==> config.mk <==
export PLATFORM = sky130hd
export DESIGN_NAME = onehot_stream_encoder
export DESIGN_NICKNAME = d
export VERILOG_FILES = /design/src/rtl/enc_pkg.sv /design/src/rtl/lsb_index_encode.sv /design/src/rtl/onehot_stream_encoder.sv
export SDC_FILE = /design/constraint.sdc
export NUM_CORES = 1
export LEC_CHECK = 0
export BUFFER_PORTS_ARGS = -buffer_cell sky130_fd_sc_hd__buf_2
export CORE_AREA = 2 2 39 41
export CTS_CLUSTER_DIAMETER = 80
export DETAILED_ROUTE_END_ITERATION = 6
export DIE_AREA = 0 0 41 43
export SLEW_MARGIN = 30
export SYNTH_ARGS = -nofsm -noshare
export SYNTH_HDL_FRONTEND = slang
export SYNTH_SLANG_ARGS = --single-unit
==> constraint.sdc <==
create_clock -name clk -period 1.59 [get_ports clk]
set_input_delay 0 -clock clk [delete_from_list [all_inputs] [get_ports clk]]
set_output_delay 0 -clock clk [all_outputs]
set_load 0.01 [all_outputs]
==> src/rtl/enc_pkg.sv <==
// Shared definitions for the one-hot / multi-hot stream encoder.
//   enc_state_t : encoder control state (IDLE waits for a vector, EMIT streams beats)
//   clog2_min1  : index width helper, never returns less than 1 so a
//                 two-line encoder still gets a 1-bit index.
package enc_pkg;

  typedef enum logic [0:0] {
    IDLE = 1'b0,
    EMIT = 1'b1
  } enc_state_t;

  function automatic int clog2_min1(input int n);
    return (n <= 2) ? 1 : $clog2(n);
  endfunction

endpackage

==> src/rtl/lsb_index_encode.sv <==
// Combinational lowest-set-bit encoder.
// Ports:
//   vec_i    [WIDTH-1:0] : multi-hot input vector
//   idx_o    [IDX_W-1:0] : binary index of the lowest set bit (0 when vec_i is 0)
//   mask_o   [WIDTH-1:0] : one-hot mask of that lowest set bit (0 when vec_i is 0)
//   zero_o               : vec_i has no bits set
//   single_o             : vec_i has exactly one bit set
module lsb_index_encode #(
  parameter int WIDTH = 4,
  parameter int IDX_W = 2
) (
  input  logic [WIDTH-1:0] vec_i,
  output logic [IDX_W-1:0] idx_o,
  output logic [WIDTH-1:0] mask_o,
  output logic             zero_o,
  output logic             single_o
);

  // Scan from the top down so the lowest set bit is the last one written.
  always_comb begin
    idx_o = '0;
    for (int i = WIDTH - 1; i >= 0; i--) begin
      if (vec_i[i]) begin
        idx_o = IDX_W'(i);
      end
    end
  end

  // Two's-complement trick: v & -v isolates the lowest set bit.
  assign mask_o   = vec_i & (~vec_i + WIDTH'(1));
  assign zero_o   = (vec_i == '0);
  // v & (v-1) clears the lowest set bit; nothing left means only one was set.
  assign single_o = !zero_o && ((vec_i & (vec_i - WIDTH'(1))) == '0);

endmodule

==> src/rtl/onehot_stream_encoder.sv <==
// Multi-hot line vector to binary index stream.
// Each accepted vector is emitted as one beat per set bit, lowest index
// first; an all-zero vector produces a single beat flagged out_none.
// Ports:
//   clk, rst_n          : clock (rising edge), asynchronous active-low reset
//   in_valid / in_ready : input handshake for in_vec
//   in_vec [WIDTH-1:0]  : multi-hot line vector
//   out_valid/out_ready : output handshake for the current beat
//   out_idx [IDX_W-1:0] : index of the current set bit
//   out_last            : current beat is the final one for this vector
//   out_none            : accepted vector was all-zero (out_idx is 0)
//   busy                : a vector is held and being emitted
module onehot_stream_encoder
  import enc_pkg::*;
#(
  parameter  int WIDTH = 4,
  localparam int IDX_W = clog2_min1(WIDTH)
) (
  input  logic             clk,
  input  logic             rst_n,
  input  logic             in_valid,
  output logic             in_ready,
  input  logic [WIDTH-1:0] in_vec,
  output logic             out_valid,
  input  logic             out_ready,
  output logic [IDX_W-1:0] out_idx,
  output logic             out_last,
  output logic             out_none,
  output logic             busy
);

  enc_state_t       state_q, state_d;
  logic [WIDTH-1:0] residual_q, residual_d;

  logic [IDX_W-1:0] lsb_idx;
  logic [WIDTH-1:0] lsb_mask;
  logic             lsb_zero;
  logic             lsb_single;
  logic             emit;
  logic             out_fire;
  logic             accept;

  // One encoder serves both the output decode and the clear-lowest-bit step.
  lsb_index_encode #(
    .WIDTH (WIDTH),
    .IDX_W (IDX_W)
  ) u_lsb (
    .vec_i    (residual_q),
    .idx_o    (lsb_idx),
    .mask_o   (lsb_mask),
    .zero_o   (lsb_zero),
    .single_o (lsb_single)
  );

  // Outputs decode only registered state, so there is no input-to-output
  // combinational path; gating with emit keeps them at 0 while idle.
  assign emit      = (state_q == EMIT);
  assign out_valid = emit;
  assign busy      = emit;
  assign out_idx   = emit ? lsb_idx : '0;
  assign out_last  = emit & (lsb_single | lsb_zero);
  assign out_none  = emit & lsb_zero;

  assign out_fire  = out_valid & out_ready;
  // Accept while idle, or on the last-beat handshake for a zero-bubble reload.
  assign in_ready  = ~emit | (out_fire & out_last);
  assign accept    = in_valid & in_ready;

  always_comb begin
    state_d    = state_q;
    residual_d = residual_q;
    if (out_fire) begin
      residual_d = residual_q & ~lsb_mask;
      if (out_last) begin
        state_d = IDLE;
      end
    end
    // A new vector overrides the drain of the previous one.
    if (accept) begin
      residual_d = in_vec;
      state_d    = EMIT;
    end
  end

  always_ff @(posedge clk or negedge rst_n) begin
    if (!rst_n) begin
      state_q    <= IDLE;
      residual_q <= '0;
    end else begin
      state_q    <= state_d;
      residual_q <= residual_d;
    end
  end

endmodule

======== Word level (Yosys, flattened, before mapping) ========
Index checks and enable logic that the tools add are counted.
operators by class
  add/subtract/negate cells ............... 2
  multiplexer cells ....................... 10
  bitwise gates (word level) .............. 13
  reductions and logical operators ........ 7
operators by type and width
  kind                                                                count
  4-bit AND                                                           3
  2-bit two-way mux                                                   5
  4-bit logical NOT                                                   2
  4-bit two-way mux                                                   2
  4-bit inverter                                                      2
  1-bit AND                                                           5
  4-bit by 1-bit adder with 4-bit output, second input constant       1
  2-bit nonzero test                                                  2
  4-bit by 1-bit subtractor with 4-bit output, second input constant  1
  1-bit two-way mux                                                   3
  1-bit bitwise OR                                                    2
  2-bit AND reduction                                                 1
  1-bit logical AND                                                   1
  1-bit logical NOT                                                   1
  1-bit inverter                                                      1
word-level totals
  bits in registers ....................... 5
  input bits .............................. 8
  output and inout port bits .............. 7
  logic and storage cells ................. 34

======== Logic depth before layout (Yosys ltp) ========
  depth in word-level cells ............... 11
  gate-level depth with buffers ........... 4
  mapped depth without buffers ............ 3

======== By module ========
From an unflattened synthesis, not the netlist that was laid out.
unflattened totals
  cell total of the unflattened synthesis .. 49
  area total of the unflattened synthesis .. 389.1 µm²
modules (own cells, without submodules)
  module                 instances  cells each  area an instance (µm²)  seq. area each (µm²)
  onehot_stream_encoder  1          35          300.3                   125.1
  lsb_index_encode       1          14          88.8                    0.0

======== Least setup slack after synthesis ========
Ideal clock, no wire load.
  path kind ............................... flip-flop to flip-flop
  from .................................... reg state_q (netlist: busy)
  to ...................................... reg residual_q[3]
  library setup time ...................... 125 ps
  arrival ................................. 1,397 ps
  required time ........................... 1,465 ps
  slack ................................... 68 ps
  stages on the path, launching flop included .. 5
  path buffers ............................ 1
  period minus slack after synthesis ...... 1,522 ps
  cell sequence ........................... dfrtp_1 -> buf_6 -> or3b_4 -> o31a_1 -> mux2_4
between the ends
  cells in the longest elaborated chain, start to end .. 5
  elaborated cells between the ends (all ways) .. 8
  those cells by class .................... mux: 1; bitwise: 6; reduce/logical: 1
RTL lines
  what                                                     line                                                      RTL
  start, declared                                          onehot_stream_encoder.sv:32                               enc_state_t state_q, state_d;
  start signal, assigned                                   onehot_stream_encoder.sv:90                               state_q <= state_d;
  1-bit AND, on equally long branches                      onehot_stream_encoder.sv:64, onehot_stream_encoder.sv:61
  1-bit AND                                                onehot_stream_encoder.sv:66                               assign in_ready = ~emit | (out_fire & out_last);
  1-bit bitwise OR                                         onehot_stream_encoder.sv:66
  1-bit AND                                                onehot_stream_encoder.sv:67                               assign accept = in_valid & in_ready;
  4-bit two-way mux or 2-bit nonzero test (tied branches)  --
  end signal, assigned                                     onehot_stream_encoder.sv:91                               residual_q <= residual_d;
  end, declared                                            onehot_stream_encoder.sv:33                               logic [WIDTH-1:0] residual_q, residual_d;
Parallel ways exist; a longest one is shown, timed or not.
A chain may end at the register's enable or synchronous reset.

======== Final worst setup path ========
  from .................................... reg residual_q[1]
  to ...................................... reg residual_q[3]
between the ends
  cells in the longest elaborated chain, start to end .. 10
  elaborated cells between the ends (all ways) .. 19
  those cells by class .................... add/sub: 2; mux: 2; bitwise: 10; reduce/logical: 5
RTL lines
  what                                                     line                         RTL
  4-bit by 1-bit subtractor with 4-bit output              lsb_index_encode.sv:33       assign single_o = !zero_o && ((vec_i & (vec_i - WIDTH'(1))) == '0);
  4-bit AND                                                lsb_index_encode.sv:33
  4-bit logical NOT                                        lsb_index_encode.sv:33
  1-bit logical AND                                        lsb_index_encode.sv:33
  1-bit bitwise OR                                         onehot_stream_encoder.sv:61  assign out_last = emit & (lsb_single | lsb_zero);
  1-bit AND                                                onehot_stream_encoder.sv:61
  1-bit AND                                                onehot_stream_encoder.sv:66
  1-bit bitwise OR                                         onehot_stream_encoder.sv:66
  1-bit AND                                                onehot_stream_encoder.sv:67
  4-bit two-way mux or 2-bit nonzero test (tied branches)  --
Parallel ways exist; a longest one is shown, timed or not. The select of a mux whose other input is x is not followed.

==> results_dict.tcl <==
set metrics [dict create \
    dp_worst_setup_slack_ns 0.109 \
    ys_ff_latch 5 \
    worst_ir_drop_vdd_v 0.000499 \
    synth_cell_types 27 \
    syn_avg_cell_area_sq_um 9.68 \
    clk_pin_slew_ns 0.05 \
    syn2layout_area_growth_pct 48.3 \
    grt_use_met3_pct 4.71 \
    r2r_end "residual_q[3]$_DFFE_PN0P_" \
    route.detailed.drc 0 \
    status "finished clean" \
    grt_pass1_wl_um 1290 \
    grt-busiest-layer "met1" \
    cp.arrival_ns 1.61 \
    vias 366 \
    htreeDepth 1 \
    grt_pass1_vias 310 \
    overflow 0 \
    whs_ns 0.0999 \
    fin_cells 78 \
    crit_fanout 6 \
    num_rows 14 \
    cts_tree "done" \
    worstRegToRegCells 3 \
    skew_ns 0.00237 \
    drv_cap 0 \
    grt_max_degree 8 \
    dp_cells 68 \
    antenna_found_initial 0 \
    die_w_um 41 \
    p_leak_nw 0.263 \
    clock_path_buffers 2 \
    synthesis.nets 46 \
    yosysWarnings 0 \
    dieHeight_um 43 \
    setup_slack_ns 0.103 \
    clkLatencyLatePin_ns 0.24 \
    power_density_nw_per_um2 1830 \
    power_mw 0.998 \
    rrSetupSlack_ns 0.10 \
    cts_made_buffers 3 \
    post-route-min-period_ns 1.49 \
    cp-start-kind "flop" \
    cts-root-buf "clkbuf_4" \
    end_kind "flop" \
    path_class "flop to flop" \
    drv_slew 0 \
    max_slew_margin_pct 76.3 \
    rsz0062_at_grt "no" \
    reg2reg_from "residual_q[1]$_DFFE_PN0P_" \
    tightest_slew_ns 0.352 \
    ant_nets 0 \
    diodes 0 \
    finalInstanceArea_sq_um 546 \
    post_cts_buffers 0 \
    io_pins 15 \
    fin_util_pct 39.4 \
    setup_viol 0 \
    wl_per_cell_um 10.7 \
    dr.first_iter.drc_count 5 \
    tns_ns 0 \
    met2_usage_pct 13.1 \
    required_ns 1.72 \
    viasPerCell 4.69 \
    syn_area_sq_um 368 \
    first_pass_iters 4 \
    io_buffers 14 \
    use_met1_pct 15.4 \
    final_layout_size_suffix_gt1_share_pct 40.3 \
    place.gp.congestion 0.695 \
    ys_seq_area_share_pct 34.0 \
    syn_inst 38 \
    wl_um 837 \
    start_util_pct 26.6 \
    hold_violations 0 \
    clock_sinks 5 \
    die-area_sq_um 1760 \
    hpwl_um 670 \
    place_area_sq_um 459 \
    coreArea_sq_um 1380 \
    finalCritPeriodShare_pct 93.5 \
    grt_use_total_pct 11.4 \
    fmax_mhz 672 \
    nNetsFinal 71 \
    worstHoldPathType "input pin to asynchronous set/reset pin" \
]
## cells in the mapped netlist
library cell	count	share of area, %
a32o_1	2	5.4
a211oi_2	1	3.4
buf_6	1	3.1
a21o_1	1	2.0
o31ai_1	1	2.0
inv_1	3	3.1
o31a_1	1	2.4
o21a_1	1	2.0
o21ai_1	1	1.4
dfrtp_1	5	34
nand2b_1	1	1.7
a211oi_1	1	2.0
nor2_1	2	2.0
mux2i_1	1	2.7
o311ai_2	1	4.4
nor3b_1	1	2.0
o21ai_0	1	1.4
a21oi_1	1	1.4
nand2_1	2	2.0
or3b_4	1	3.1
buf_2	2	2.7
mux2_4	1	4.1
nor3_1	2	2.7
buf_4	1	2.0
o311a_1	1	2.7
nand3b_1	1	2.0
or2b_1	1	2.0
## worst max-delay path: stages (launching register included)
cell	delay [ns]
dfrtp_1	0.43
or3b_4	0.44
o31a_1	0.25
mux2_4	0.25
## how the worst max path moves through the flow
stage	from	slack, ns	end	cells past startpoint
floorplan	busy$_DFFE_PN0P_	0.07	residual_q[3]$_DFFE_PN0P_	4
global placement	residual_q[1]$_DFFE_PN0P_	0.14	residual_q[3]$_DFFE_PN0P_	3
detailed placement	residual_q[1]$_DFFE_PN0P_	0.11	residual_q[3]$_DFFE_PN0P_	3
CTS	residual_q[1]$_DFFE_PN0P_	0.1	residual_q[3]$_DFFE_PN0P_	3
global route	residual_q[0]$_DFFE_PN0P_	0.06	residual_q[3]$_DFFE_PN0P_	3
finish	residual_q[1]$_DFFE_PN0P_	0.10	residual_q[3]$_DFFE_PN0P_	3
## routing by layer
metal,up-vias,share of wire [%]
met1,169,47
met2,9,46
met4,0,0
met3,0,6.3
met5,-,0
li1,188,-
## cell usage in the layout (no fill, tap or decap), types with 2 or more instances in the layout
cell type | synthesis | routed
clkbuf_4 | 0 | 3
dlygate4sd3_1 | 0 | 6
buf_2 | 2 | 14
buf_4 | 1 | 4
nand2_1 | 2 | 2
nor2_1 | 2 | 2
nor3_1 | 2 | 2
a32o_1 | 2 | 2
dfrtp_1 | 5 | 5
inv_1 | 3 | 3
## report_power, final
group,switching (mW),internal (mW),total (mW)
clock,0.0569,0.0952,0.152
sequential,0.0823,0.181,0.264
combinational,0.277,0.305,0.582
total,0.416,0.582,0.998
## flip-flops by register name (all words and copies together), names as in the netlist
name / count
residual_q: 4
busy: 1
## logic make-up (layout without fill, tap and decap cells)
| group | Yosys count | after routing | share of synthesized area, % |
|---|---|---|---|
| and+or+nand+nor | 11 | 11 | 17.7 |
| DFF | 5 | 5 | 34.0 |
| buffers and inverters | 7 | 31 | 10.9 |
| AOI/OAI and AO/OA | 13 | 13 | 30.6 |
| muxes | 2 | 2 | 6.80 |
## cell type report
type	count	area (sq um)
multi-input combinational	26	203
inverter	3	11.3
clock buffer	4	26.3
sequential	5	125
tap	16	20.0
timing repair buffer	24	160
fill	144	838
## what timing repair did
| action | 4_1_cts | 5_1_grt |
|---|---|---|
| endpoints found under the setup margin | 0 | 0 |
| hold buffers | 6 | 0 |
| resized for setup | 0 | 0 |
| hold endpoints to repair | 10 | 0 |
Note: power is estimated with default switching activity, not from simulation.
